**config.mk**
```make
export PLATFORM = sky130hd
export DESIGN_NAME = vme_rd_arbiter
export DESIGN_NICKNAME = d
export VERILOG_FILES = /design/src/rtl/vme_rd_arbiter.sv
export SDC_FILE = /design/constraint.sdc
export NUM_CORES = 1
export LEC_CHECK = 0
export CAP_MARGIN = 20
export CORE_AREA = 4 4 143 145
export DETAILED_ROUTE_END_ITERATION = 10
export DIE_AREA = 0 0 147 149
export SETUP_SLACK_MARGIN = 0.5
export SYNTH_ARGS = -nofsm -noshare
export SYNTH_HDL_FRONTEND = slang
export SYNTH_SLANG_ARGS = --single-unit
```
**constraint.sdc**
```tcl
create_clock -name clock -period 2.35 [get_ports clock]
set_input_delay 0.235 -clock clock [delete_from_list [all_inputs] [get_ports clock]]
set_output_delay 0.235 -clock clock [all_outputs]
set_load 0.02 [all_outputs]
```
**src/rtl/vme_rd_arbiter.sv**
```systemverilog
// Two-client round-robin arbiter for the VME read channel; one burst in flight, data steered to the owner.
// Optional tag filtering of return beats is enabled by defining VME_RD_ARB_TAG_CHECK_EN.
module vme_rd_arbiter #(
  parameter int ADDR_W = 32,
  parameter int LEN_W  = 8,
  parameter int TAG_W  = 21,
  parameter int DATA_W = 64
) (
  input  logic              clock,
  input  logic              reset,
  input  logic              c0_cmd_valid,
  output logic              c0_cmd_ready,
  input  logic [ADDR_W-1:0] c0_cmd_addr,
  input  logic [LEN_W-1:0]  c0_cmd_len,
  input  logic [TAG_W-1:0]  c0_cmd_tag,
  input  logic              c1_cmd_valid,
  output logic              c1_cmd_ready,
  input  logic [ADDR_W-1:0] c1_cmd_addr,
  input  logic [LEN_W-1:0]  c1_cmd_len,
  input  logic [TAG_W-1:0]  c1_cmd_tag,
  output logic              c0_data_valid,
  output logic              c1_data_valid,
  output logic [DATA_W-1:0] cx_data_bits,
  output logic [TAG_W-1:0]  cx_data_tag,
  output logic              cx_data_last,
  output logic              vme_cmd_valid,
  input  logic              vme_cmd_ready,
  output logic [ADDR_W-1:0] vme_cmd_addr,
  output logic [LEN_W-1:0]  vme_cmd_len,
  output logic [TAG_W-1:0]  vme_cmd_tag,
  input  logic              vme_data_valid,
  input  logic [DATA_W-1:0] vme_data_bits,
  input  logic [TAG_W-1:0]  vme_data_tag,
  input  logic              vme_data_last,
  output logic              busy,
  output logic              owner,
  output logic              err
);

  typedef enum logic [1:0] {IDLE, CMD, DATA} state_t;

  state_t           state_q, state_d;
  logic             owner_q, owner_d;
  logic             rr_last_q, rr_last_d;
  logic             err_q, err_d;
  logic [LEN_W-1:0] cnt_q, cnt_d;
  logic             winner;
  logic             cmd_vld;
  logic             tag_ok;

`ifdef VME_RD_ARB_TAG_CHECK_EN
  logic [TAG_W-1:0] tag_q, tag_d;
  assign tag_ok = (vme_data_tag == tag_q);
`else
  assign tag_ok = 1'b1;
`endif

  assign cx_data_bits = vme_data_bits;
  assign cx_data_tag  = vme_data_tag;
  assign cx_data_last = vme_data_last;
  assign busy         = (state_q != IDLE);
  assign owner        = owner_q;
  assign err          = err_q;

  // Contention goes to the client that was not served last.
  assign winner = (c0_cmd_valid && c1_cmd_valid) ? ~rr_last_q : c1_cmd_valid;

  always_comb begin
    state_d       = state_q;
    owner_d       = owner_q;
    rr_last_d     = rr_last_q;
    err_d         = err_q;
    cnt_d         = cnt_q;
`ifdef VME_RD_ARB_TAG_CHECK_EN
    tag_d         = tag_q;
`endif
    cmd_vld       = 1'b0;
    vme_cmd_valid = 1'b0;
    vme_cmd_addr  = '0;
    vme_cmd_len   = '0;
    vme_cmd_tag   = '0;
    c0_cmd_ready  = 1'b0;
    c1_cmd_ready  = 1'b0;
    c0_data_valid = 1'b0;
    c1_data_valid = 1'b0;

    case (state_q)
      IDLE: begin
        if (vme_data_valid) err_d = 1'b1;
        if (c0_cmd_valid || c1_cmd_valid) begin
          owner_d = winner;
          cnt_d   = winner ? c1_cmd_len : c0_cmd_len;
          state_d = CMD;
        end
      end
      CMD: begin
        if (vme_data_valid) err_d = 1'b1;
        cmd_vld       = owner_q ? c1_cmd_valid : c0_cmd_valid;
        vme_cmd_valid = cmd_vld;
        vme_cmd_addr  = owner_q ? c1_cmd_addr : c0_cmd_addr;
        vme_cmd_len   = owner_q ? c1_cmd_len  : c0_cmd_len;
        vme_cmd_tag   = owner_q ? c1_cmd_tag  : c0_cmd_tag;
        c0_cmd_ready  = ~owner_q & vme_cmd_ready;
        c1_cmd_ready  =  owner_q & vme_cmd_ready;
        if (cmd_vld && vme_cmd_ready) begin
`ifdef VME_RD_ARB_TAG_CHECK_EN
          tag_d = owner_q ? c1_cmd_tag : c0_cmd_tag;
`endif
          rr_last_d = owner_q;
          state_d   = DATA;
        end
      end
      DATA: begin
        if (vme_data_valid) begin
          if (tag_ok) begin
            c0_data_valid = ~owner_q;
            c1_data_valid =  owner_q;
            // Burst ends on whichever comes first: last flag or exhausted count.
            if (vme_data_last || cnt_q == '0) begin
              state_d = IDLE;
              if (vme_data_last != (cnt_q == '0)) err_d = 1'b1;
            end else begin
              cnt_d = cnt_q - LEN_W'(1);
            end
          end else begin
            err_d = 1'b1;
          end
        end
      end
      default: state_d = IDLE;
    endcase
  end

  always_ff @(posedge clock) begin
    if (!reset) begin
      state_q   <= IDLE;
      owner_q   <= 1'b0;
      rr_last_q <= 1'b1;
      err_q     <= 1'b0;
      cnt_q     <= '0;
`ifdef VME_RD_ARB_TAG_CHECK_EN
      tag_q     <= '0;
`endif
    end else begin
      state_q   <= state_d;
      owner_q   <= owner_d;
      rr_last_q <= rr_last_d;
      err_q     <= err_d;
      cnt_q     <= cnt_d;
`ifdef VME_RD_ARB_TAG_CHECK_EN
      tag_q     <= tag_d;
`endif
    end
  end

endmodule

```
==> reports/qor.yml, run 1 <==
logic_synthesis:
  synthesis.area_mm2: 0.00251
  yosysWarnings: 0
  ys_seq_area_share_pct: 10.4
  syn_area_per_cell_um2: 7.44
  synth_cell_types: 44
  synth_fp_nets: 554
  synth_ff_type: "dfxtp_1"
  synth_edf_count: 0
  async_flop_share_pct: 0
  synthCells: 337
  ys_seq_elements: 13
placed_design:
  pre_cts_ws_ns: 0.384
  place_area_mm2: 0.00416
  gp_congestion: 0.725
  portBuffers: 198
  dpl.hpwl_um: 8710
timing:
  relSlewSlack_pct: 70.6
  layout_min_cycle_time_ns: 1.79
  tightest_slew_ns: 0.442
  hold_viol_final: 0
  rsz0062_at_grt: "yes"
  setup_viol: 0
  worst_slack_ns: 0.562
  whs_ns: 0.470
  tns_ns: 0
  fin_crit_sh_pct: 76.1
  max_freq_mhz: 559
  clock_skew_ns: 0.00270
  drv_slew: 0
hold_path:
  worstHoldPathType: "in2out"
  hold_depth: 0
  hp-start: "vme_data_bits[0]"
  min_to: "cx_data_bits[0]"
floorplanning:
  pin_count: 369
  rows: 51
  die_h_um: 149
  die-area_mm2: 0.0219
  start_util_pct: 13.1
  core_area_mm2: 0.0192
  fp.dieW_um: 147
routing:
  ant_nets: 0
  vias: 2684
  drt_pre_antenna_iters: 4
  drt-total-wl_um: 11300
  avgRoutedWirePerCell_um: 15.6
  viasPerCell: 3.72
  drtIter0Drc: 108
  drc: 0
critical_path:
  crit_chain: "bufbuf_16 -> mux2i_2 -> nor2_1 -> dlygate4sd2_1"
  crit_path_max_incr_delay_ns: 0.39
  worstPathArrival_ns: 1.55
  crit_fanout: 17
  cp-start-kind: "flop"
  r2r_end: "cnt_q[7]"
  crit_family: "buffers and inverters"
  crit_type: "reg2out"
  crit_slowest_cell: "dfxtp_4"
  ff2ff_path_depth: 8
  cp.required_ns: 2.12
  critPathBufInv: 2
  r2r-start: "cnt_q[0]"
  end_kind: "output port"
  rrSetupSlack_ns: 0.62
  path_depth: 4
clock_tree:
  cts_tree: "done"
  clk_latency_ns: 0.24
  clkSinkCount: 13
  clockBufferDepth: 2
  htreeDepth: 1
  cts-root-buf: "clkbuf_16"
  holdBufCountCts: 0
  numCtsBuffers: 3
  clk_pin_slew_ns: 0.05
pwr:
  p_per_area_mw_per_mm2: 363
  ir_drop_uv: 293
  total_leakage_power_uw: 0.00178
layout:
  areaGrowthSynthToFinish_pct: 72.4
  fin_area_mm2: 0.00432
  layout.nets: 675
  final_core_util_pct: 22.5
  mostFrequentLayoutCells: "clkdlybuf4s50_1 (131), nor2_1 (67), mux2i_1 (59)"
  post_route_cells_drive_above_1_share_pct: 16.6
  num-fill-cells: 2124
  diodes: 0
  layout_commonest_cell: "clkdlybuf4s50_1"
global_route:
  grt-ovfl-total: 0
  grt_pass1_wl_um: 16100
  grt_max_degree: 33
  grt_pass1_vias: 2733
  antenna_found_initial: 1
  grt_usage_pct: 9.27
run:
  cap_violations: 0
status:
  outcome: "finished, final reports clean"
## what timing repair did
action / CTS / global route
cloned: 2 / 0
setup endpoints to repair: 70 / 69
pin swaps: 1 / 1
setup buffers: 4 / 10
resized for setup: 76 / 60
endpoints found under the hold margin: 0 / 0
## Yosys cell counts, types with 2 or more instances
cell | n | area (um^2)
buf_6 | 2 | 22.5
a21oi_1 | 5 | 25.0
buf_4 | 89 | 668
nor2b_1 | 3 | 18.8
nand2_1 | 11 | 41.3
mux2i_1 | 67 | 671
a211oi_1 | 2 | 15.0
o211ai_1 | 2 | 15.0
and3_1 | 2 | 12.5
a21boi_0 | 2 | 15.0
o21ai_0 | 4 | 20.0
nand3_1 | 4 | 20.0
nor2_1 | 68 | 255
clkbuf_1 | 8 | 30.0
buf_2 | 7 | 35.0
ha_1 | 3 | 37.5
o21a_1 | 3 | 22.5
a31oi_1 | 2 | 12.5
inv_1 | 6 | 22.5
nor3_1 | 4 | 20.0
dfxtp_1 | 13 | 260
o22ai_1 | 3 | 18.8
nor3b_1 | 2 | 15.0
mux2_2 | 4 | 45.0
o21ai_1 | 2 | 10.0
## layout make-up
cell class	count	area [um^2]	share of cell area (%)
repair buffers	222	2090	48.3
well taps	265	332	7.67
clock buffers	4	78.8	1.82
multi-input cells	212	1540	35.6
flip-flops and latches	13	267	6.16
inverters	6	22.5	0.521
## power by group
group / internal, uW / leakage [uW] / total, uW / switching [uW]
registers: 244 / 0.000109 / 274 / 29.9
clock network: 230 / 0.0000382 / 331 / 101
logic: 511 / 0.00163 / 966 / 455
## registers in the layout, summed over array words and instances, names as in the netlist
| name | count |
|---|---|
| cnt_q | 8 |
| err | 1 |
| owner | 1 |
| rr_last_q | 1 |
| state_q | 2 |
## stage by stage
step	std cells	power [uW]
2_1_floorplan	337	947
3_3_place_gp	702	1240
3_5_place_dp	702	1240
4_1_cts	712	1560
5_1_grt	722	1660
6_report	722	1570
## worst max-delay path by stage
stage | from | to | slack (ns)
4_1_cts | owner | vme_cmd_tag[3] | 0.41
6_report | owner | vme_cmd_addr[20] | 0.56
2_1_floorplan | cnt_q[2] | cnt_q[0] | 0.56
3_3_place_gp | vme_data_last | cnt_q[0] | 0.40
3_5_place_dp | vme_data_last | cnt_q[0] | 0.38
5_1_grt | owner | vme_cmd_len[0] | 0.49
## layer usage
metal | routed length, um | vias to the layer above | track usage [%]
met5 | 7 | - | 0
met4 | 157 | 2 | 1.96
met3 | 1700 | 20 | 5.89
met2 | 5330 | 188 | 15.5
met1 | 4070 | 1182 | 9.98
li1 | - | 1292 | -
## logic make-up (layout without fill, tap and decap cells)
family,Yosys count,after routing,synth area share [%]
compound gates,34,34,10.1
xor+xnor,1,1,0.349
mux,71,71,28.5
buf+inv,112,232,31.0
fa+ha+maj,3,3,1.50
flops,13,13,10.4
simple gates,103,103,18.2
No activity file was read; power rests on OpenSTA's default activity.
==> run 2, diff against run 1 <==
Clock period 2.35 ns to 1.8 ns, I/O delays scaled along.
==> run 2 against run 1 <==
Against the previous run: first-iteration DRC count increased by 5.6%; sequential power up 30%; critical endpoint is now cnt_q[4]; total power up 82%; via count increased by 8.5%; highest routed layer is now met4; sequential share of layout area is 1.5 points lower.
==> reports/qor.yml, run 2 (same netlist as run 1, synthesis figures left out) <==
status:
  outcome: "finished, final reports clean"
routing:
  ant_nets: 0  # unchanged
  drt-total-wl_um: 13000  # +16%
  drt_pre_antenna_iters: 4  # unchanged
  viasPerCell: 3.81  # +2.5%
  drc: 0  # unchanged
  avgRoutedWirePerCell_um: 17.0  # +9.3%
  drtIter0Drc: 114  # +5.6%
  vias: 2911  # +8.5%
timing:
  fin_crit_sh_pct: 91.0
  layout_min_cycle_time_ns: 1.64
  max_freq_mhz: 610
  drv_slew: 0  # unchanged
  setup_viol: 0  # unchanged
  rsz0062_at_grt: "yes"
  tns_ns: 0  # unchanged
  clock_skew_ns: 0.00717  # +0.00447 ns
  relSlewSlack_pct: 74.3  # +3.7 points
  whs_ns: 0.360  # -0.110 ns
  hold_viol_final: 0  # unchanged
  tightest_slew_ns: 0.387  # -0.0544 ns
critical_path:
  crit_path_max_incr_delay_ns: 0.35  # -0.04 ns
  rrSetupSlack_ns: 0.16  # -0.46 ns
  cp-start-kind: "flop"
  r2r_end: "cnt_q[4]"
  cp.required_ns: 1.94  # -0.18 ns
  crit_family: "buffers and inverters"
  critPathBufInv: 4  # +2
  crit_type: "reg2reg"
  crit_top_cell: "buf_6"
  r2r-start: "state_q[0]"
  worstPathArrival_ns: 1.78  # +0.23 ns
  crit_chain: "buf_6 -> nor2b_4 -> buf_6 -> a32oi_4 -> buf_6 -> buf_6 -> o21a_1 -> o21a_1"
  crit_slowest_cell: "dfxtp_4"
  end_kind: "flop"
  crit_fanout: 9  # -8
  ff2ff_path_depth: 8  # unchanged
pwr:
  switchingPower_uw: 1060  # +80%
  power_frac_comb_pct: 72.5  # +11 points
  p_sw_share_pct: 36.8  # -0.49 points
  ir_drop_uv: 295  # +0.46%
  power.internal_uw: 1810  # +84%
  p_per_area_mw_per_mm2: 478  # +32%
  p_seq_share_pct: 12.4  # -5.1 points
  p_total_uw: 2870  # +82%
  clkPwrFrac_pct: 15.0  # -6.1 points
  total_leakage_power_uw: 0.00219  # +24%
clock_tree:
  numCtsBuffers: 3  # unchanged
  clockBufferDepth: 2  # unchanged
  clkSinkCount: 13  # unchanged
  holdBufCountCts: 0  # unchanged
  cts-root-buf: "clkbuf_16"
  cts_tree: "done"
  clk_latency_ns: 0.25  # about the same
  clk_pin_slew_ns: 0.05  # about the same
  htreeDepth: 1  # unchanged
layout:
  multi_input_area_mm2: 0.00223  # +45%
  mostFrequentLayoutCells: "clkdlybuf4s50_1 (126), buf_6 (76), nor2_2 (46)"
  areaGrowthSynthToFinish_pct: 139
  final_cells: 764  # +5.8%
  num-fill-cells: 1933  # -9.0%
  top_register: "cnt_q"
  top_regs: "cnt_q: 8 flops, state_q: 2 flops"
  regArea_um2: 279  # +4.7%
  largest_register_ff_count: 8  # unchanged
  post_route_cells_drive_above_1_share_pct: 57.7  # +41 points
  layout_commonest_cell: "clkdlybuf4s50_1"
  diodes: 0  # unchanged
  layout.nets: 717  # +6.2%
  final_core_util_pct: 31.2  # +8.7 points
floorplanning:
  start_util_pct: 13.1  # unchanged
  die_h_um: 149  # unchanged
  fp.dieW_um: 147  # unchanged
  rows: 51  # unchanged
  pin_count: 369  # unchanged
  core_area_mm2: 0.0192  # unchanged
  die-area_mm2: 0.0219  # unchanged
global_route:
  grt_pass1_vias: 2772  # +1.4%
  grt_pass1_wl_um: 17600  # +9.2%
  grt_usage_pct: 10.5  # +1.2 points
  antenna_found_initial: 0  # -1
  grt_max_degree: 23  # -30%
  grt-ovfl-total: 0  # unchanged
hold_path:
  min_to: "cx_data_bits[0]"
  hp-start: "vme_data_bits[0]"
  hold_depth: 0  # unchanged
  worstHoldPathType: "in2out"
placed_design:
  dpl.hpwl_um: 8930  # +2.5%
  placed_cells_incl_taps: 718  # +2.3%
  portBuffers: 198  # unchanged
  gp_congestion: 0.758  # +4.5%
run:
  cap_violations: 0  # unchanged
[run 2: cell count changes in the layout (fill, tap and decap cells not counted), moves of 5 or more]
cell	previous run	this run
buf_16	1	12
buf_12	1	13
nor2_1	67	4
dlygate4sd2_1	41	3
nor2_2	1	46
buf_6	1	76
buf_4	18	26
clkdlybuf4s50_1	131	126
mux2i_1	59	22
dfxtp_1	10	4
clkbuf_2	24	0
nor2_4	1	19
mux2i_4	1	25
mux2i_2	7	20
[run 2: worst max-delay path by stage]
stage / from / to / slack [ns] / depth (start not counted)
global route: owner / vme_cmd_len[4] / 0.08 / 6
finish: state_q[0] / cnt_q[4] / 0.16 / 8
floorplan: cnt_q[4] / cnt_q[0] / 0.15 / 6
global placement: c1_cmd_valid / cnt_q[5] / -0.05 / 6
CTS: owner / vme_cmd_tag[8] / 0.16 / 5
detailed placement: c1_cmd_valid / cnt_q[5] / -0.06 / 6
[run 2: through the flow]
step	instance area [um^2]	setup slack [ns]
finish	5990	0.161
CTS	5260	0.164
floorplan	2760	0.153
global placement	4520	-0.0460
global route	5990	0.0840
detailed placement	4520	-0.0596
[run 2: final cells by class]
type                       instances  share of cell area (%)
tap                              265                    5.53
multi-input combinational        212                    37.3
clock buffer                       3                    1.25
sequential                        13                    4.66
clock inverter                     1                  0.0835
timing repair buffer             264                    50.8
inverter                           6                   0.376
[run 2: power by group through the flow]
| stage | registers, uW | logic (uW) | clock network, uW |
|---|---|---|---|
| 3_3_place_gp | 355 | 1430 | 0 |
| 3_5_place_dp | 356 | 1430 | 0 |
| 5_1_grt | 360 | 2200 | 463 |
| 6_report | 356 | 2080 | 431 |
| 4_1_cts | 355 | 1760 | 443 |
| 2_1_floorplan | 353 | 1000 | 0 |
[run 2: what timing repair did]
item / 4_1_cts / 5_1_grt
gates resized for setup: 405 / 142
pin swaps: 12 / 14
gates cloned: 10 / 2
endpoints found under the setup margin: 80 / 80
buffers inserted: 17 / 13
[run 2: metal layers]
layer  track usage, %  part of all wire, %
met1             12.6                   38
met2             17.4                   52
met3             5.17                  9.7
met4             1.44                 0.31
met5                0                    0
